==> src/rtl/frame_reader_if.sv <==
// Signal bundle between the frame reader, the frame memory read port and the VGA DAC pins.
// The master side is the reader; the slave side is the memory plus display.
interface frame_reader_if;
   logic        calculating;
   logic        rd_en;
   logic [18:0] rd_addr;
   logic [7:0]  rd_data;
   logic        hs;
   logic        vs;
   logic        blank_n;
   logic [7:0]  red;
   logic [7:0]  green;
   logic [7:0]  blue;
   logic        frame_start;

   modport master (
      input  calculating, rd_data,
      output rd_en, rd_addr, hs, vs, blank_n, red, green, blue, frame_start
   );

   modport slave (
      output calculating, rd_data,
      input  rd_en, rd_addr, hs, vs, blank_n, red, green, blue, frame_start
   );
endinterface

==> src/rtl/frame_reader.sv <==
// VGA timing generator that streams the intensity frame buffer to grayscale RGB,
// delaying syncs to line up with the memory read latency and muting partial frames.
module frame_reader #(
   parameter int H_ACTIVE = 640,
   parameter int H_FP     = 16,
   parameter int H_SYNC   = 96,
   parameter int H_BP     = 48,
   parameter int V_ACTIVE = 480,
   parameter int V_FP     = 10,
   parameter int V_SYNC   = 2,
   parameter int V_BP     = 33,
   parameter int RD_LAT   = 2
) (
   input  logic           CLK,
   input  logic           RESET_N,
   frame_reader_if.master bus
);

   localparam int H_TOTAL = H_ACTIVE + H_FP + H_SYNC + H_BP;
   localparam int V_TOTAL = V_ACTIVE + V_FP + V_SYNC + V_BP;
   localparam int HC_W    = $clog2(H_TOTAL);
   localparam int VC_W    = $clog2(V_TOTAL);

   localparam logic [HC_W-1:0] HC_MAX  = HC_W'(H_TOTAL - 1);
   localparam logic [HC_W-1:0] HC_ACT  = HC_W'(H_ACTIVE);
   localparam logic [HC_W-1:0] HS_ON   = HC_W'(H_ACTIVE + H_FP);
   localparam logic [HC_W-1:0] HS_OFF  = HC_W'(H_ACTIVE + H_FP + H_SYNC);
   localparam logic [VC_W-1:0] VC_MAX  = VC_W'(V_TOTAL - 1);
   localparam logic [VC_W-1:0] VC_ACT  = VC_W'(V_ACTIVE);
   localparam logic [VC_W-1:0] VS_ON   = VC_W'(V_ACTIVE + V_FP);
   localparam logic [VC_W-1:0] VS_OFF  = VC_W'(V_ACTIVE + V_FP + V_SYNC);

   logic [HC_W-1:0] hc_q, hc_d;
   logic [VC_W-1:0] vc_q, vc_d;
   logic [18:0]     addr_q, addr_d;
   logic            mute_q, mute_d;
   logic [RD_LAT:0] hs_pipe_q, vs_pipe_q, act_pipe_q, fs_pipe_q;
   logic [7:0]      pix_q, pix_d;

   logic active, hs_i, vs_i, fs_i, frame_end;

   always_comb begin
      active    = (hc_q < HC_ACT) && (vc_q < VC_ACT);
      hs_i      = !((hc_q >= HS_ON) && (hc_q < HS_OFF));
      vs_i      = !((vc_q >= VS_ON) && (vc_q < VS_OFF));
      fs_i      = (hc_q == '0) && (vc_q == '0);
      frame_end = (hc_q == HC_MAX) && (vc_q == VC_MAX);
   end

   always_comb begin
      hc_d   = hc_q + 1'b1;
      vc_d   = vc_q;
      addr_d = addr_q;
      if (hc_q == HC_MAX) begin
         hc_d = '0;
         vc_d = (vc_q == VC_MAX) ? '0 : vc_q + 1'b1;
      end
      // The address counter replaces y*H_ACTIVE+x; it only moves on pixels actually read.
      if (frame_end) begin
         addr_d = '0;
      end else if (active) begin
         addr_d = addr_q + 19'd1;
      end
   end

   // Setting wins over the frame-start clear, so a pass touching the first pixel still mutes.
   always_comb begin
      mute_d = mute_q;
      if (bus.calculating) begin
         mute_d = 1'b1;
      end else if (fs_i) begin
         mute_d = 1'b0;
      end
   end

   // Stage RD_LAT-1 of the active pipe lines up with the returning read data.
   always_comb begin
      pix_d = 8'd0;
      if (act_pipe_q[RD_LAT-1] && !mute_q) begin
         pix_d = bus.rd_data;
      end
   end

   always_ff @(posedge CLK or negedge RESET_N) begin
      if (!RESET_N) begin
         hc_q       <= '0;
         vc_q       <= '0;
         addr_q     <= '0;
         mute_q     <= 1'b1;
         hs_pipe_q  <= '1;
         vs_pipe_q  <= '1;
         act_pipe_q <= '0;
         fs_pipe_q  <= '0;
         pix_q      <= 8'd0;
      end else begin
         hc_q       <= hc_d;
         vc_q       <= vc_d;
         addr_q     <= addr_d;
         mute_q     <= mute_d;
         hs_pipe_q  <= {hs_pipe_q[RD_LAT-1:0], hs_i};
         vs_pipe_q  <= {vs_pipe_q[RD_LAT-1:0], vs_i};
         act_pipe_q <= {act_pipe_q[RD_LAT-1:0], active};
         fs_pipe_q  <= {fs_pipe_q[RD_LAT-1:0], fs_i};
         pix_q      <= pix_d;
      end
   end

   assign bus.rd_en       = active;
   assign bus.rd_addr     = addr_q;
   assign bus.hs          = hs_pipe_q[RD_LAT];
   assign bus.vs          = vs_pipe_q[RD_LAT];
   assign bus.blank_n     = act_pipe_q[RD_LAT];
   assign bus.frame_start = fs_pipe_q[RD_LAT];
   assign bus.red         = pix_q;
   assign bus.green       = pix_q;
   assign bus.blue        = pix_q;

endmodule

==> src/flat_wrapper.sv <==
// flat-port wrapper written by rule: the top's interface ports become plain ports
module frame_reader_flat 
#(
   parameter int H_ACTIVE = 640,
   parameter int H_FP     = 16,
   parameter int H_SYNC   = 96,
   parameter int H_BP     = 48,
   parameter int V_ACTIVE = 480,
   parameter int V_FP     = 10,
   parameter int V_SYNC   = 2,
   parameter int V_BP     = 33,
   parameter int RD_LAT   = 2
)
  (CLK, RESET_N, bus_calculating, bus_rd_data, bus_rd_en, bus_rd_addr, bus_hs, bus_vs, bus_blank_n, bus_red, bus_green, bus_blue, bus_frame_start);
  frame_reader_if bus_i ();
  input  logic CLK;
  input  logic RESET_N;
  input wire logic [$bits(bus_i.calculating)-1:0] bus_calculating;
  input wire logic [$bits(bus_i.rd_data)-1:0] bus_rd_data;
  output wire logic [$bits(bus_i.rd_en)-1:0] bus_rd_en;
  output wire logic [$bits(bus_i.rd_addr)-1:0] bus_rd_addr;
  output wire logic [$bits(bus_i.hs)-1:0] bus_hs;
  output wire logic [$bits(bus_i.vs)-1:0] bus_vs;
  output wire logic [$bits(bus_i.blank_n)-1:0] bus_blank_n;
  output wire logic [$bits(bus_i.red)-1:0] bus_red;
  output wire logic [$bits(bus_i.green)-1:0] bus_green;
  output wire logic [$bits(bus_i.blue)-1:0] bus_blue;
  output wire logic [$bits(bus_i.frame_start)-1:0] bus_frame_start;
  assign bus_i.calculating = bus_calculating;
  assign bus_i.rd_data = bus_rd_data;
  assign bus_rd_en = bus_i.rd_en;
  assign bus_rd_addr = bus_i.rd_addr;
  assign bus_hs = bus_i.hs;
  assign bus_vs = bus_i.vs;
  assign bus_blank_n = bus_i.blank_n;
  assign bus_red = bus_i.red;
  assign bus_green = bus_i.green;
  assign bus_blue = bus_i.blue;
  assign bus_frame_start = bus_i.frame_start;
  frame_reader #(.H_ACTIVE(H_ACTIVE), .H_FP(H_FP), .H_SYNC(H_SYNC), .H_BP(H_BP), .V_ACTIVE(V_ACTIVE), .V_FP(V_FP), .V_SYNC(V_SYNC), .V_BP(V_BP), .RD_LAT(RD_LAT)) u_core (.CLK(CLK), .RESET_N(RESET_N), .bus(bus_i));
endmodule
==> config.mk <==
export PLATFORM = sky130hd
export DESIGN_NAME = frame_reader_flat
export DESIGN_NICKNAME = d
export VERILOG_FILES = /design/src/rtl/frame_reader_if.sv /design/src/rtl/frame_reader.sv /design/src/flat_wrapper.sv
export SDC_FILE = /design/constraint.sdc
export NUM_CORES = 1
export LEC_CHECK = 0
export CAP_MARGIN = 25
export CORE_AREA = 5 5 93 95
export DETAILED_ROUTE_END_ITERATION = 16
export DIE_AREA = 0 0 98 100
export GPL_TIMING_DRIVEN = 0
export PLACE_DENSITY_LB_ADDON = 0.3
export SKIP_CTS_REPAIR_TIMING = 1
export SKIP_LAST_GASP = 1
export SYNTH_ARGS = -nofsm -noshare
export SYNTH_HDL_FRONTEND = slang
export SYNTH_SLANG_ARGS = --single-unit
==> constraint.sdc <==
create_clock -name CLK -period 2.95 [get_ports CLK]
set_clock_uncertainty 0.1 [all_clocks]
set_input_delay 0.885 -clock CLK [delete_from_list [all_inputs] [get_ports CLK]]
set_output_delay 0.885 -clock CLK [all_outputs]
set_load 0.01 [all_outputs]
==> metrics <==
total gr overflow 0; Syn Nets 284; WL final 6.152 mm; Hold WC Path Type register to register; period utilization 0.9647; CP startpoint kind register; HPWL after detailed placement 4.373 mm; Fin Setup TNS 0 ns; Clock Path Buffers 2; Synth area leaders dfrtp_1 46%, dfstp_2 6.4%, buf_4 4.5%; Worst R2R Path Depth 7; status complete, no violations; Post-synth ARST share 1.000; Critical-path top delay cell clkdlybuf4s50_1; CTS root buffer clkbuf_8; Buf/Inv on CP 2; CP Class register to output port; htree depth 3; Yosys cell types 47; Starting Density 0.3740; CP Data Required Time 1.97 ns; maximum VDD drop 0.2365 mV; Yosys reg bits 60; Core Box Area 7647 um2; first-pass GRT wire length 9.984 mm; Final Worst Setup Slack 0.1042 ns; synthesized area 2860 um2; Hold Startpoint u_core.fs_pipe_q[0]; GRT Total Usage 0.1261; Clock Pin Slew Worst Setup and Hold Paths 0.06 ns; EDFF count, synth 0; die height 100 um; RSZ-0062 raised after global routing false; arrival time at the worst endpoint 1.86 ns; crit-path max cell delay 0.55 ns; Leak Pwr 1.590 nW; crit-path max FO 5; DR vias/cell 4.978; CTS tree yes; clock latency on the worst-skew pair 0.34 ns; CP Cell Sequence a41oi_4 -> nand2_1 -> inv_1 -> clkdlybuf4s50_1; max cap viols 0; fraction of layout cells with a size suffix above 1 0.1657; antenna-violating nets left 0; Synth top area share 0.4637; cell family with most CP delay buffers and inverters; Rows 32; initial antenna violation count 0; gp weighted congestion 0.8711; non-filler cells, final 446; fin. max-slew vios 0; worst slew pin tran 1.009 ns; Hold Path Depth 0; yosys warns 0; CTS sink cnt 60; Cells after Synth 268; port bufs 58; Syn Area/Cell 10.67 um2; DRC violations left 0; Yosys top cell by area dfrtp_1; pre-CTS setup slack -0.06990 ns; register area share after synthesis 0.5280; worst reg2reg endpoint u_core.vc_q[4]; Synth top cells by count 53 x dfrtp_1, 17 x buf_4, 17 x nand3_1; hold endpoint u_core.fs_pipe_q[1]; Fmax 351.4 MHz; Hold WS 0.2532 ns; placed cells 429; drt pass-1 iters 5; Tmin final 2.846 ns; I/O pin cnt 59; Final setup viols 0; max-slew headroom at the worst pin 0.3221; largest net degree at the start of global routing 39; CP endpoint kind output port; Final Hold Vio Count 0; number of diodes 0; power per cell area 396.0 nW/um2; FF-to-FF Start u_core.vc_q[0]; count leader, synth dfrtp_1; Num CTS Buffers 9; area growth from synthesis to layout 32.76%; vias in the first global route 2,117; DR iter-0 viols 111; prevailing post-synth register cell dfrtp_1; detailed-route via count 2,220; r2r setup slk 0.30 ns; # nets final 356; WL per Instance 13.79 um; die width 98 um; area of the die 9800 um2
==> where the power goes <==
group	internal (mW)	switching, mW	total [mW]
combinational	0.0136	0.0171	0.0307
sequential	0.823	0.000000000000000378	0.823
clock	0.344	0.306	0.650
total	1.18	0.323	1.50
==> worst max-delay path by stage <==
stage	endpoint	cells past startpoint	start
finish	bus_rd_en	4	u_core.vc_q[8]
global route	bus_rd_en	4	u_core.vc_q[8]
CTS	bus_rd_en	5	u_core.vc_q[5]
detailed placement	bus_rd_en	5	u_core.vc_q[5]
global placement	u_core.hc_q[2]	1	RESET_N
floorplan	u_core.bus.rd_addr[14]	7	u_core.vc_q[0]
==> registers in the layout, indices dropped and copies added, names as in the netlist <==
signal / flops
u_core.vs_pipe_q: 3
u_core.vc_q: 10
u_core.bus.rd_addr: 19
u_core.mute_q: 1
u_core.bus.blue: 8
u_core.act_pipe_q: 3
u_core.fs_pipe_q: 3
u_core.hs_pipe_q: 3
u_core.hc_q: 10
==> metrics by stage <==
step                cell area [um2]  utilization  power, mW
floorplan                      2860            -     0.8387
global placement               3568       0.4666     0.8675
detailed placement             3583       0.4686     0.8703
CTS                            3752       0.4907      1.524
global route                   3797       0.4966      1.559
finish                         3797       0.4966      1.504
==> cell usage in the layout (no fill, tap or decap), types with 3 or more instances in the layout <==
cell type        instances
clkdlybuf4s50_1         57
dfrtp_1                 53
buf_4                   19
nand3_1                 17
nand2_1                 14
nor2_1                  14
a21oi_1                 12
nand4_1                 11
clkbuf_8                11
xor2_1                  10
inv_1                    9
xnor2_1                  9
and2_1                   9
o31ai_1                  8
and3_1                   7
o21ai_0                  7
nor4_1                   7
or4_1                    7
dfstp_2                  7
ha_1                     5
clkbuf_1                 4
nor3_1                   4
buf_2                    4
nor2b_1                  3
or3_1                    3
==> logic make-up after synthesis <==
family          share of synthesized area
simple gates                       0.2279
flops                              0.5280
compound gates                    0.08312
buf+inv                           0.07742
xor+xnor                          0.05818
fa+ha+maj                         0.02187
mux                              0.003500
==> per-layer routing <==
layer | vias up | share of wire | global-route usage
met5 | - | 0 | 0
met4 | 0 | 0.020 | 0.06603
met3 | 8 | 0.053 | 0.02919
met2 | 58 | 0.47 | 0.2021
met1 | 1059 | 0.46 | 0.1593
li1 | 1095 | - | -
==> worst reg2reg max path, cell delays in order (launching register included) <==
cell and delay [ns]:
dfrtp_1 0.41, inv_1 0.10, ha_1 0.15, or4b_1 0.44, or4b_1 0.63, nor2b_1 0.31
buf_2 0.30, nor2_1 0.07
==> final cells by class <==
class	count	area (um2)
buffer	25	187.7
clock buffer	13	158.9
clock inverter	2	10.01
fill	715	3850
inverter	9	33.78
multi-input combinational	174	1159
sequential	60	1510
tap	102	127.6
timing repair buffer	61	610.6
Note: power is estimated with default switching activity, not from simulation.
